<file path="src/rtl/vc_pkg.sv">
// Shared types and constants for the voice corruption block.
// State encoding is reused by the counter logic and the sample transform.
package vc_pkg;

    localparam int VC_DW_DEFAULT = 10;
    localparam int VC_CNT_W      = 8;

    typedef enum logic [1:0] {
        VC_PASS   = 2'd0,
        VC_ATTEN  = 2'd1,
        VC_MUTE   = 2'd2,
        VC_INVERT = 2'd3
    } vc_state_t;

    function automatic vc_state_t vc_next_state(input vc_state_t s);
        vc_state_t n;
        n = VC_PASS;
        unique case (s)
            VC_PASS:   n = VC_ATTEN;
            VC_ATTEN:  n = VC_MUTE;
            VC_MUTE:   n = VC_INVERT;
            VC_INVERT: n = VC_PASS;
            default:   n = VC_PASS;
        endcase
        return n;
    endfunction

endpackage

</file>
<file path="src/rtl/vc_sample_xform.sv">
// Combinational per-state sample transform.
// INVERT saturates so the most negative input cannot wrap back onto itself.
module vc_sample_xform
    import vc_pkg::*;
#(
    parameter int DW = VC_DW_DEFAULT
) (
    input  vc_state_t       state,
    input  logic [DW-1:0]   sample_in,
    output logic [DW-1:0]   sample_out
);

    localparam logic [DW-1:0] SMIN = {1'b1, {(DW-1){1'b0}}};
    localparam logic [DW-1:0] SMAX = {1'b0, {(DW-1){1'b1}}};

    logic [DW-1:0] atten;
    logic [DW-1:0] neg;

    assign atten = $signed(sample_in) >>> 2;
    assign neg   = (sample_in == SMIN) ? SMAX : (~sample_in + 1'b1);

    // Select the transform matching the current corruption state.
    always_comb begin
        sample_out = sample_in;
        unique case (state)
            VC_PASS:   sample_out = sample_in;
            VC_ATTEN:  sample_out = atten;
            VC_MUTE:   sample_out = '0;
            VC_INVERT: sample_out = neg;
            default:   sample_out = sample_in;
        endcase
    end

endmodule

</file>
<file path="src/rtl/voice_corrupt_fsm.sv">
// Cycles a voice stream through pass/attenuate/mute/invert on tick counts.
// Samples are registered once, transformed by the state seen at sampling.
module voice_corrupt_fsm
    import vc_pkg::*;
#(
    parameter int DW              = VC_DW_DEFAULT,
    parameter int TICKS_PER_STATE = 8
) (
    input  logic          clk,
    input  logic          rst_n,
    input  logic          en,
    input  logic          tick,
    input  logic          in_valid,
    input  logic [DW-1:0] in_data,
    output logic          out_valid,
    output logic [DW-1:0] out_data,
    output logic [1:0]    state,
    output logic          state_change
);

    localparam logic [VC_CNT_W-1:0] LAST =
        VC_CNT_W'(TICKS_PER_STATE - 1);

    vc_state_t           state_q;
    vc_state_t           state_d;
    logic [VC_CNT_W-1:0] cnt_q;
    logic [VC_CNT_W-1:0] cnt_d;
    logic                chg_q;
    logic                chg_d;
    logic                ov_q;
    logic [DW-1:0]       od_q;
    logic [DW-1:0]       od_d;
    vc_state_t           xf_state;
    logic [DW-1:0]       xf_out;

    // Disabled corruption passes samples untouched even before state settles.
    assign xf_state = en ? state_q : VC_PASS;

    vc_sample_xform #(
        .DW(DW)
    ) u_xform (
        .state      (xf_state),
        .sample_in  (in_data),
        .sample_out (xf_out)
    );

    // State, tick counter and change pulse registers.
    always_ff @(posedge clk or negedge rst_n) begin
        if (!rst_n) begin
            state_q <= VC_PASS;
            cnt_q   <= '0;
            chg_q   <= 1'b0;
        end else begin
            state_q <= state_d;
            cnt_q   <= cnt_d;
            chg_q   <= chg_d;
        end
    end

    // Next-state: disable forces PASS, last tick advances the cycle.
    always_comb begin
        state_d = state_q;
        cnt_d   = cnt_q;
        chg_d   = 1'b0;
        unique case (1'b1)
            !en: begin
                state_d = VC_PASS;
                cnt_d   = '0;
                chg_d   = (state_q != VC_PASS);
            end
            en && tick && (cnt_q == LAST): begin
                state_d = vc_next_state(state_q);
                cnt_d   = '0;
                chg_d   = 1'b1;
            end
            en && tick && (cnt_q != LAST): begin
                cnt_d = cnt_q + 1'b1;
            end
            default: ;
        endcase
    end

    // Output data holds its value between valid samples.
    always_comb begin
        od_d = od_q;
        if (in_valid) begin
            od_d = xf_out;
        end
    end

    // One-cycle sample pipeline register.
    always_ff @(posedge clk or negedge rst_n) begin
        if (!rst_n) begin
            ov_q <= 1'b0;
            od_q <= '0;
        end else begin
            ov_q <= in_valid;
            od_q <= od_d;
        end
    end

    assign out_valid    = ov_q;
    assign out_data     = od_q;
    assign state        = state_q;
    assign state_change = chg_q;

endmodule

</file>
<file path="config.mk">
export PLATFORM = sky130hd
export DESIGN_NAME = voice_corrupt_fsm
export DESIGN_NICKNAME = d
export VERILOG_FILES = /design/src/rtl/vc_pkg.sv /design/src/rtl/vc_sample_xform.sv /design/src/rtl/voice_corrupt_fsm.sv
export SDC_FILE = /design/constraint.sdc
export NUM_CORES = 1
export LEC_CHECK = 0
export BUFFER_PORTS_ARGS = -buffer_cell sky130_fd_sc_hd__clkbuf_2
export CAP_MARGIN = 10
export CELL_PAD_IN_SITES_DETAIL_PLACEMENT = 0
export CELL_PAD_IN_SITES_GLOBAL_PLACEMENT = 1
export CORE_ASPECT_RATIO = 1.4
export CORE_UTILIZATION = 36
export DETAILED_ROUTE_END_ITERATION = 12
export PLACE_DENSITY = 0.84
export SLEW_MARGIN = 20
export SYNTH_ARGS = -nofsm -noshare
export SYNTH_HDL_FRONTEND = slang
export SYNTH_SLANG_ARGS = --single-unit
</file>
<file path="constraint.sdc">
create_clock -name clk -period 1.7 [get_ports clk]
set_clock_uncertainty 0.15 [all_clocks]
set_input_delay 0.17 -clock clk [delete_from_list [all_inputs] [get_ports clk]]
set_output_delay 0.17 -clock clk [all_outputs]
set_load 0.05 [all_outputs]
</file>
---- After elaboration in Yosys (flattened, before gate mapping) ----
Cells that the tools add are included.
W data, S select, Z words.
word-level totals
  flip-flop bits (word level) ............. 22
  latch bits .............................. 0
  RAM bits ................................ 0
  memory bits (read-only) ................. 0
  bits of input ports ..................... 15
  output and inout port bits .............. 14
  word-level logic and storage cells ...... 34
  memories kept ........................... 0
cells by class
  add/sub/neg operators ................... 2
  multiply operators ...................... 0
  div/mod/pow operators ................... 0
  $lt $le $gt $ge ......................... 0
  equal/unequal tests ..................... 9
  shift-type cells ........................ 0
  muxes and demuxes ....................... 7
  bitwise gates (word level) .............. 1
  reduce and logical (&&, ||, !) cells .... 10
operator list
  kind                     number
  $pmux W10 S4             1
  $pmux W8 S2              1
  $add A10 B1 Y10 const B  1
  $eq A10 B10 Y1 const B   1
  $mux W10                 1
  $not A10 Y10             1
  $add A8 B1 Y8 const B    1
  $eq A2 B2 Y1 const B     4
  $eq A8 B3 Y1 const B     1
  $ne A8 B3 Y1 const B     1
  $pmux W2 S4              1
  $reduce_bool A2 Y1       3
  $eq A2 B1 Y1 const B     2
  $logic_not A2 Y1         2
  $pmux W2 S2              1
  $logic_and A1 B1 Y1      3
  $mux W2                  1
  $pmux W1 S2              1
  $reduce_or A2 Y1         1
  $logic_not A1 Y1         1

---- Logic depth before layout (Yosys ltp) ----
Gate-level depths: netlist of the first run.
  depth after elaboration ................. 4
  mapped depth ............................ 7
  depth with buffers taken out ............ 7

---- Hierarchy ----
From an unflattened synthesis of the first run, not the netlist that was laid out.
unflattened totals
  cells, all modules ...................... 145
  area total of the unflattened synthesis .. 1,418.9 um^2
by module, submodules not included
  module             instances  cells each  area an instance (um^2)  seq. area each (um^2)
  voice_corrupt_fsm  1          81          973.4                    550.5
  vc_sample_xform    1          64          445.4                    0.0

---- Worst setup path before layout of the first run ----
No wires, ideal clock.
  path type ............................... register to register
  from .................................... reg state_q[1] (netlist: state[1])
  to ...................................... reg od_q[4] (netlist: out_data[4])
  setup time .............................. 0.066 ns
  data arrival time ....................... 1.686 ns
  required time ........................... 1.484 ns
  setup slack ............................. -0.202 ns
  cell stages (with the launch flop) ...... 7
  path buffers ............................ 1
  cells stage by stage .................... dfrtp_1 -> clkbuf_1 -> inv_2 -> nor2_1 -> o21ai_1 -> nand4_1 -> o211a_1
on the way
  cells in the longest elaborated chain, start to end .. 3
  elaborated cells between the ends (all ways) .. 6
  those cells by class .................... eq/ne: 3; mux: 2; reduce/logical: 1
ends and longest elaborated chain
  element                                     line                     RTL
  start, declared                             voice_corrupt_fsm.sv:24  vc_state_t state_q;
  start signal, assigned                      voice_corrupt_fsm.sv:54  state_q <= state_d;
  $mux W2 *                                   voice_corrupt_fsm.sv:37  assign xf_state = en ? state_q : VC_PASS;
  $eq A2 B2 Y1, or another cell as far along  vc_sample_xform.sv:25    unique case (state)
  $pmux W10 S4 *                              vc_sample_xform.sv:25
  end signal, assigned                        voice_corrupt_fsm.sv:95  od_q <= '0;
  end signal, assigned                        voice_corrupt_fsm.sv:98  od_q <= od_d;
  end, declared                               voice_corrupt_fsm.sv:31  logic [DW-1:0] od_q;
Mark *: on every way between the ends. The rest lies on a longest branch, timed or not.
A chain may end at the register's enable or synchronous reset.

---- Worst setup path after layout of the first run ----
  from .................................... reg cnt_q[3]
  to ...................................... reg cnt_q[7]
on the way
  cells in the longest elaborated chain, start to end .. 4
  elaborated cells between the ends (all ways) .. 8
  those cells by class .................... add/sub: 1; eq/ne: 2; mux: 1; reduce/logical: 4
ends and longest elaborated chain
  element                                                line                     RTL
  start, declared                                        voice_corrupt_fsm.sv:26  logic [VC_CNT_W-1:0] cnt_q;
  start signal, assigned                                 voice_corrupt_fsm.sv:55  cnt_q <= cnt_d;
  branches (longest 4 deep; another with $add A8 B1 Y8)  n/a
Parallel ways; which one is timed is not known.

==> impl_metrics.csv, run 1 <==
group,metric,value,unit
layout,multi_input_area,845,um2
synth,synth_top_area_share,39.1,%
worst_hold_path,min_path_type,"input pin to register",
outcome,violations,"setup timing",
clocking,clk_latency,0.26,ns
synth,synthTopCellsByArea,"dfrtp_1 (39%), nor2_1 (4.5%), a21oi_1 (4.3%)",
drt,wire_per_inst,15.5,um
layout,nNetsFinal,235,
placement,port_buffers,28,
pwr,p_leak,0.866,nW
synth,synth_edf_count,0,
timing,timing.final.crit_share,110,%
synth,synth_cells,164,
clocking,clk_path_buf_depth,2,
timing,setup_viol,10,
floorplanning,ios,29,
synth,synth_seq_cells,22,
placement,pre_cts_slack,-0.167,ns
critical_path,cpPeakStageDelay,0.56,ns
synth,ys_types,45,
layout,drive_above_1_share,33.5,%
clocking,clk_pin_slew_worst_paths,0.08,ns
floorplanning,fp.dieH,76.0,um
clocking,root_buffer,"clkbuf_8",
timing,relSlewSlack,62.3,%
critical_path,rr_startpoint,"cnt_q[3]",
placement,gp_congestion,0.890,
drt,viasPerCell,5.75,
layout,mostFrequentLayoutCell,"clkbuf_2",
timing,hold_violations,0,
pwr,p_seq_share,45.9,%
clocking,cts_sinks,22,
pwr,switching_share,31.1,%
global_route,grt_overflow,0,
timing,slew_viol_final,0,
floorplanning,initial_core_util,38.0,%
critical_path,cp_top_family,"simple AND/OR/NAND/NOR gates",
worst_hold_path,min_from,"en",
floorplanning,core,0.00371,mm2
synth,async_flop_share,100,%
job,maxCapViolCount,0,
pwr,pwr-share-comb,23.4,%
layout,layout_common_cells,"clkbuf_2 (28), buf_4 (22), dfrtp_1 (20), nand2_1 (15), nor2_1 (15)",
timing,grt_setup_unrepaired,"true",
critical_path,cpMaxStageDelayCell,"or4_4",
pwr,power_switching,0.384,mW
floorplanning,rows,26,
critical_path,required,1.69,ns
outcome,status,"finished with violations",
critical_path,setup.worst_path.end_class,"register",
critical_path,cp_max_fo,5,
pwr,irDropWorstVdd,467,uV
global_route,grt_use_total,21.2,%
timing,final.setup.worst_slack,-0.175,ns
global_route,grt_pass1_vias,1505,
synth,synth-seq-area-share,39.1,%
pwr,power_density,663,mW/mm2
synth,synth_top_area_cell,"dfrtp_1",
pwr,internal-power,0.851,mW
timing,tightest_slew,0.566,ns
drt,route.detailed.drc,0,
critical_path,cp-start-kind,"register",
global_route,grt_first_pass_wirelength,6.58,mm
layout,area_growth,32.1,%
synth,ys.warnings.count,0,
critical_path,cp.arrival,1.87,ns
floorplanning,die_area,0.00417,mm2
synth,ys.flop_type,"dfrtp_1",
clocking,h-tree-depth,1,
clocking,cts_inserted_buffers,3,
placement,dp_hpwl,3.06,mm
layout,fin_area,0.00186,mm2
drt,via_count,1478,
synth,synth_area,0.00141,mm2
synth,synth_nets,183,
critical_path,critPathKind,"register to register",
placement,dpl-instance-area,0.00174,mm2
drt,final_antenna_net_count,0,
drt,drt_iter0_markers,46,
timing,min_period,1.87,ns
layout,diodes,0,
critical_path,worstSetupStartpoint,"cnt_q[3]",
global_route,grt_start_max_net_pins,23,
drt,routed_wl,3.98,mm
drt,drt_pass1_iterations,4,
pwr,power_frac_clock,30.7,%
layout,fillers,376,
global_route,grt_antenna_before_repair,0,
floorplanning,dieWidth,54.9,um
layout,regArea,553,um2
critical_path,cp_num_buf_inv,2,
critical_path,crit_chain,"or4_4 > o311ai_4 > buf_4 > buf_6 > o31ai_1",
timing,fmax,0.533,GHz
clocking,cts_tree,"built",
synth,synth_area_per_cell,8.59,um2
## cell families after synthesis
logic type      after synthesis  share of synthesized area [%]
fa+ha+maj                     4                           3.55
mux                           1                          0.711
xor+xnor                      4                           2.49
compound gates               57                           26.6
simple gates                 63                           24.2
flops                        22                           39.1
buf+inv                      13                           3.46
## area by class of cell
cell class              count  area share, %
flip-flops and latches     22           29.7
clock buffers               4           2.96
well taps                  42           2.82
repair buffers             52           17.5
inverters                   8           1.61
multi-input cells         129           45.4
## power groups by stage
| stage | clock network [mW] | logic [mW] | registers, mW |
|---|---|---|---|
| after CTS | 0.391 | 0.286 | 0.566 |
| after detailed placement | 0 | 0.282 | 0.577 |
| final | 0.379 | 0.289 | 0.567 |
| after floorplan | 0 | 0.0858 | 0.657 |
| after global placement | 0 | 0.277 | 0.575 |
| after global routing | 0.415 | 0.312 | 0.572 |
## per-stage QoR
stage	instances	TNS (ns)	hold WS (ns)	util [%]	power [mW]
2_1_floorplan	164	-0.443	-0.276	-	0.743
3_3_place_gp	249	-0.356	0.0323	46.9	0.852
3_5_place_dp	249	-0.805	0.0537	46.9	0.859
4_1_cts	255	-1.12	0.0748	49.3	1.24
5_1_grt	257	-1.88	0.0887	50.2	1.30
6_report	257	-1.16	0.0773	50.2	1.23
## path summary, 6_finish.rpt
path / depth (start not counted) / endpoint / slack (ns)
max: 5 / cnt_q[7] / -0.17
max in group asynchronous: 2 / state[1] / 0.72
min reg2reg: 1 / out_data[8] / 0.35
min: 2 / state_change / 0.08
min in group asynchronous: 2 / out_data[6] / 0.28
max reg2reg: 5 / cnt_q[7] / -0.17
## per-layer routing
metal  share of wire (%)  GRT usage (%)  up-vias
li1                    -              -      708
met1                  40           24.5      725
met2                  55           35.1       37
met3                 3.5           3.19        8
met4                 1.8           11.5        0
met5                   0              0        -
## what timing repair did
action / in CTS / in global routing
hold buffers: 1 / 0
endpoints found under the hold margin: 22 / 0
pin swaps: 2 / 0
gates resized for setup: 4 / 4
setup endpoints to repair: 8 / 10
setup buffers: 1 / 2
## Yosys cell counts, types with 2 or more instances
library cell / number
a21o_1: 2
a21oi_1: 12
a31oi_1: 6
and3_1: 4
clkbuf_1: 4
dfrtp_1: 22
ha_1: 4
inv_1: 6
inv_2: 2
nand2_1: 16
nand3_1: 7
nor2_1: 17
nor3_1: 5
nor3b_2: 2
o21ai_0: 8
o21ai_1: 12
o2bb2ai_1: 3
or3_1: 3
xnor2_1: 3
## flip-flops by register name (all words and copies together) (netlist names)
signal and count:
state_change 1, state 2, cnt_q 8, out_data 10, out_valid 1
Note: power is estimated with default switching activity, not from simulation.
==> inputs of run 2 (changes only) <==
Settings changed: ABC_AREA set to 1, CORE_UTILIZATION 36 to 35, PLACE_DENSITY 0.84 to 0.85.
==> run 2 against run 1 <==
Compared with the run above: sequential share of layout area is 1.8 points higher; largest power group unchanged; the flow now finishes without violations; worst hold slack got worse by 0.041 ns; core utilization shrank 6.7 points; critical endpoint unchanged.
==> impl_metrics.csv, run 2 <==
group,metric,value,unit
pwr,power_density,676,mW/mm2
placement,port_buffers,28,
layout,drive_above_1_share,19.0,%
synth,synthTopCellsByArea,"dfrtp_1 (37%), nand2_1 (18%), nand3_1 (8.0%)",
synth,synth_top_area_cell,"dfrtp_1",
critical_path,critPathKind,"register to register",
synth,synth-seq-area-share,36.9,%
pwr,p_leak,0.957,nW
floorplanning,initial_core_util,37.2,%
layout,mostFrequentLayoutCell,"nand2_1",
floorplanning,fp.dieH,79.3,um
floorplanning,core,0.00402,mm2
layout,layout_common_cells,"nand2_1 (72), clkbuf_2 (28), inv_1 (26), nand3_1 (24), o21ai_0 (23)",
clocking,h-tree-depth,1,
placement,gp_congestion,0.860,
synth,async_flop_share,100,%
clocking,clk_path_buf_depth,2,
drt,drt_iter0_markers,56,
synth,synth_cells,221,
timing,timing.final.crit_share,92.1,%
timing,timing.hold.ws,0.0358,ns
clocking,cts_setup_buffers,0,
global_route,grt_first_pass_wirelength,6.05,mm
global_route,grt_antenna_before_repair,0,
synth,synth_area_per_cell,6.76,um2
timing,setup_tns,0,ns
drt,viasPerCell,4.83,
drt,drt_pass1_iterations,4,
timing,setup_viol,0,
synth,synth_seq_cells,22,
critical_path,cp-start-kind,"register",
layout,fin_area,0.00175,mm2
clocking,cts_sinks,22,
layout,post-route-util,43.5,%
floorplanning,die_area,0.00454,mm2
layout,diodes,0,
critical_path,setup.worst_path.end_class,"register",
timing,hold_violations,0,
timing,fmax,0.639,GHz
synth,synth_edf_count,0,
drt,routed_wl,3.42,mm
timing,grt_setup_unrepaired,"false",
layout,largest_reg_flops,10,
global_route,grt_use_total,16.9,%
timing,min_period,1.57,ns
global_route,grt_pass1_vias,1417,
layout,nNetsFinal,273,
synth,ys.flop_type,"dfrtp_1",
drt,wire_per_inst,11.5,um
job,maxCapViolCount,0,
pwr,irDropWorstVdd,211,uV
synth,synth_nets,240,
critical_path,required,1.72,ns
drt,via_count,1431,
floorplanning,dieWidth,57.2,um
floorplanning,rows,27,
timing,tightest_slew,0.537,ns
clocking,cts_inserted_buffers,3,
critical_path,cp_max_fo,4,
layout,fillers,431,
timing,relSlewSlack,64.2,%
clocking,cts_tree,"built",
synth,synth_area,0.00149,mm2
clocking,clk_latency,0.26,ns
drt,route.detailed.drc,0,
worst_hold_path,min_path_type,"input pin to register",
synth,ys_types,25,
synth,ys.warnings.count,0,
global_route,grt_start_max_net_pins,23,
timing,slew_viol_final,0,
layout,area_growth,17.0,%
synth,yosysMostFrequentCell,"nand2_1",
drt,final_antenna_net_count,0,
critical_path,cp.arrival,1.59,ns
synth,synth_top_area_share,36.9,%
placement,dp_hpwl,2.76,mm
placement,dpl-instance-area,0.00168,mm2
clocking,root_buffer,"clkbuf_8",
outcome,status,"finished clean",
clocking,clk_pin_slew_worst_paths,0.08,ns
global_route,grt_overflow,0,
floorplanning,ios,29,
synth,netlist_top_cells_count,"nand2_1 (72), inv_1 (27), nand3_1 (24)",
==> run 2: cell count changes after synthesis, sizes merged, moves of 4 or more <==
cell    change
nand3      +17
nor3        -5
o21ai       +4
a31oi       -6
nor2        +7
inv        +24
and3        -4
nand2      +59
clkbuf      -4
a21oi      -10
==> run 2: critical path, cell delays in order (launching register included) <==
cell and delay (ns):
dfrtp_1 0.41, ha_1 0.22, nand2_1 0.09, inv_1 0.05, nand3b_1 0.12, nand3_1 0.16, inv_2 0.12, nand3_1 0.06
o21ai_0 0.08
==> run 2: kinds of logic after synthesis <==
kind of cell | after synthesis | share of synthesized area (%)
simple gates | 125 | 37.1
flops | 22 | 36.9
compound gates | 31 | 11.2
xor+xnor | 4 | 2.35
buf+inv | 35 | 9.13
fa+ha+maj | 4 | 3.35
==> run 2: path summary, 6_finish.rpt <==
path / from / to / slack, ns / depth (start not counted)
max in group asynchronous: rst_n / out_data[9] / 0.77 / 2
setup reg to reg: cnt_q[0] / cnt_q[7] / 0.13 / 8
min in group asynchronous: rst_n / state_change / 0.26 / 2
hold / removal: in_valid / out_valid / 0.04 / 1
setup / recovery: cnt_q[0] / cnt_q[7] / 0.13 / 8
hold reg to reg: out_data[8] / out_data[8] / 0.34 / 2
==> run 2: power by group <==
part / internal [mW] / switching [mW] / leakage [nW]
sequential: 0.550 / 0.0179 / 0.285
combinational: 0.0621 / 0.183 / 0.644
clock: 0.206 / 0.162 / 0.0288
total: 0.819 / 0.363 / 0.957
==> run 2: what timing repair did <==
item	4_1_cts	5_1_grt
endpoints found under the hold margin	22	0
gates resized for setup	0	1
hold buffers	1	0
endpoints found under the setup margin	0	3
==> run 2: stage by stage <==
step	instances	setup WS [ns]	total power, mW
detailed placement	291	0.124	0.824
global placement	291	0.115	0.823
finish	296	0.134	1.18
CTS	296	0.0946	1.20
global route	296	0.00717	1.25
floorplan	221	0.0553	0.736
==> run 2: per-layer routing <==
layer  up-vias  share of wire (%)  GRT usage [%]
li1        761                  -              -
met2        24                 51           30.7
met3         9                2.4           1.79
met1       637                 44           19.4
met5         -                  0              0
met4         0                2.7           8.29
==> run 2: final cells by class <==
| class | count | area, um2 | area share [%] |
|---|---|---|---|
| Inverter | 33 | 124 | 7.09 |
| Timing Repair Buffer | 30 | 158 | 9.02 |
| Clock buffer | 4 | 55.1 | 3.15 |
| Tap cell | 43 | 53.8 | 3.08 |
| Multi-Input combinational cell | 164 | 807 | 46.2 |
| Sequential cell | 22 | 551 | 31.5 |
==> inputs of run 3 (changes only) <==
Settings changed: CORE_UTILIZATION 35 to 38, PLACE_DENSITY 0.85 to 0.87.
Clock period 1.7 ns to 1.6 ns, I/O delays scaled along.
==> run 3 against run 2 <==
Compared with the run above: power increased by 6.9%; first-iteration DRC count decreased by 61%; clock power increased by 6.5%.
==> impl_metrics.csv, run 3 (synthesis results as in run 2) <==
group,metric,value,unit
drt,drt_pass1_iterations,4,
worst_hold_path,min_path_cells,1,
job,maxCapViolCount,0,
drt,routed_wl,3.42,mm
critical_path,required,1.63,ns
drt,route.detailed.drc,0,
placement,dp_hpwl,2.71,mm
critical_path,cp-start-kind,"register",
critical_path,crit_chain,"ha_2 > nand2_2 > inv_1 > nand3b_1 > nand3_2 > inv_2 > nand3_1 > o21ai_0",
timing,slew_viol_final,0,
drt,viasPerCell,4.92,
timing,tightest_slew,0.543,ns
floorplanning,ios,29,
layout,layout_common_cells,"nand2_1 (71), clkbuf_2 (28), inv_1 (26), nand3_1 (22), dfrtp_1 (21)",
layout,mostFrequentLayoutCell,"nand2_1",
placement,pre_cts_slack,0.0331,ns
timing,final.setup.worst_slack,0.0466,ns
critical_path,cp_max_fo,4,
pwr,switching_share,30.7,%
critical_path,cpPeakStageDelay,0.42,ns
critical_path,cpMaxStageDelayCell,"dfrtp_1",
clocking,clk_path_buf_depth,2,
timing,setup_viol,0,
layout,drive_above_1_share,23.2,%
drt,via_count,1481,
clocking,clk_pin_slew_worst_paths,0.08,ns
critical_path,cp.arrival,1.58,ns
drt,wire_per_inst,11.4,um
layout,nNetsFinal,279,
worst_hold_path,whs_endpoint,"out_valid",
timing,min_period,1.55,ns
layout,area_growth,21.2,%
timing,hold_violations,0,
pwr,pwr-share-comb,21.1,%
floorplanning,initial_core_util,40.3,%
global_route,grt_start_max_net_pins,23,
floorplanning,die_area,0.00419,mm2
pwr,power_density,697,mW/mm2
layout,multi_input_area,825,um2
floorplanning,dieWidth,55.0,um
clocking,cts_sinks,22,
timing,fmax,0.644,GHz
outcome,status,"finished clean",
critical_path,cp_num_buf_inv,2,
critical_path,r2r_end,"cnt_q[5]",
pwr,p_seq_share,47.7,%
floorplanning,rows,26,
pwr,irDropWorstVdd,441,uV
timing,relSlewSlack,63.8,%
critical_path,critPathKind,"register to register",
timing,timing.final.crit_share,97.1,%
global_route,grt_use_total,18.5,%
placement,port_buffers,28,
clocking,cts_inserted_buffers,3,
pwr,power_frac_clock,31.2,%
pwr,power_switching,0.388,mW
floorplanning,fp.dieH,76.2,um
worst_hold_path,min_path_type,"input pin to register",
layout,largest_reg_flops,10,
clocking,h-tree-depth,1,
pwr,internal-power,0.875,mW
drt,final_antenna_net_count,0,
clocking,root_buffer,"clkbuf_8",
drt,drt_iter0_markers,22,
placement,gp_congestion,0.847,
pwr,power,1.26,mW
global_route,grt_pass1_vias,1367,
critical_path,rr_worst_depth,8,
pwr,p_leak,0.984,nW
global_route,grt_overflow,0,
critical_path,r2r_setup_slack,0.05,ns
critical_path,setup.worst_path.end_class,"register",
clocking,cts_tree,"built",
worst_hold_path,min_from,"in_valid",
critical_path,rr_startpoint,"cnt_q[0]",
layout,fillers,403,
critical_path,cp_top_family,"simple AND/OR/NAND/NOR gates",
floorplanning,core,0.00371,mm2
global_route,grt_first_pass_wirelength,5.78,mm
layout,diodes,0,
layout,regArea,552,um2
clocking,clk_latency,0.26,ns
global_route,grt_antenna_before_repair,0,
==> run 3: changes by cell type in the layout (fill, tap and decap cells not counted), moves of 2 or more <==
cell,delta
nand3_1,-2
buf_4,+6
nand3_2,+2
o21ai_0,-3
o21ai_1,+3
==> run 3: final cells by class <==
class / count / share of cell area [%]
Multi-Input combinational cell: 164 / 45.5
Sequential cell: 22 / 30.5
Timing Repair Buffer: 36 / 11.2
Inverter: 33 / 6.84
Clock buffer: 4 / 3.04
Tap cell: 42 / 2.90
==> run 3: routing by layer <==
layer,track usage (%),vias up,part of all wire (%)
met4,9.25,0,2.9
met3,1.60,11,3.0
met1,22.1,654,42
met5,0,-,0
li1,-,781,-
met2,31.1,35,52
==> run 3: worst max path at each step <==
stage | slack [ns] | startpoint | depth (start not counted) | endpoint
6_report | 0.05 | cnt_q[0] | 8 | cnt_q[5]
5_1_grt | -0.05 | cnt_q[0] | 8 | cnt_q[6]
4_1_cts | 0.001 | cnt_q[0] | 8 | cnt_q[7]
3_5_place_dp | 0.03 | cnt_q[0] | 8 | cnt_q[7]
3_3_place_gp | 0.11 | cnt_q[0] | 8 | cnt_q[7]
2_1_floorplan | 0.06 | state[1] | 8 | out_data[1]
==> run 3: stage by stage <==
stage,cell area [um2],setup TNS (ns),utilization [%],cells,hold WS (ns)
finish,1810,0,48.8,301,0.0326
global route,1810,-0.173,48.8,301,0.0492
CTS,1770,0,47.7,298,0.0247
detailed placement,1710,0,46.0,293,0.0170
global placement,1710,0,46.0,293,0.0196
floorplan,1500,0,-,221,-0.286
==> run 3: timing repair <==
| item | in CTS | in global routing |
|---|---|---|
| endpoints found under the hold margin | 22 | 0 |
| resized for setup | 0 | 9 |
| setup buffers | 0 | 3 |
| endpoints found under the setup margin | 0 | 7 |
| hold buffers | 1 | 0 |
==> run 3: power groups by stage <==
stage | Clock, mW | Sequential, mW | Combinational, mW
4_1_cts | 0.406 | 0.602 | 0.266
6_report | 0.393 | 0.602 | 0.267
3_5_place_dp | 0 | 0.613 | 0.263
5_1_grt | 0.422 | 0.606 | 0.295
2_1_floorplan | 0 | 0.699 | 0.0838
3_3_place_gp | 0 | 0.612 | 0.263
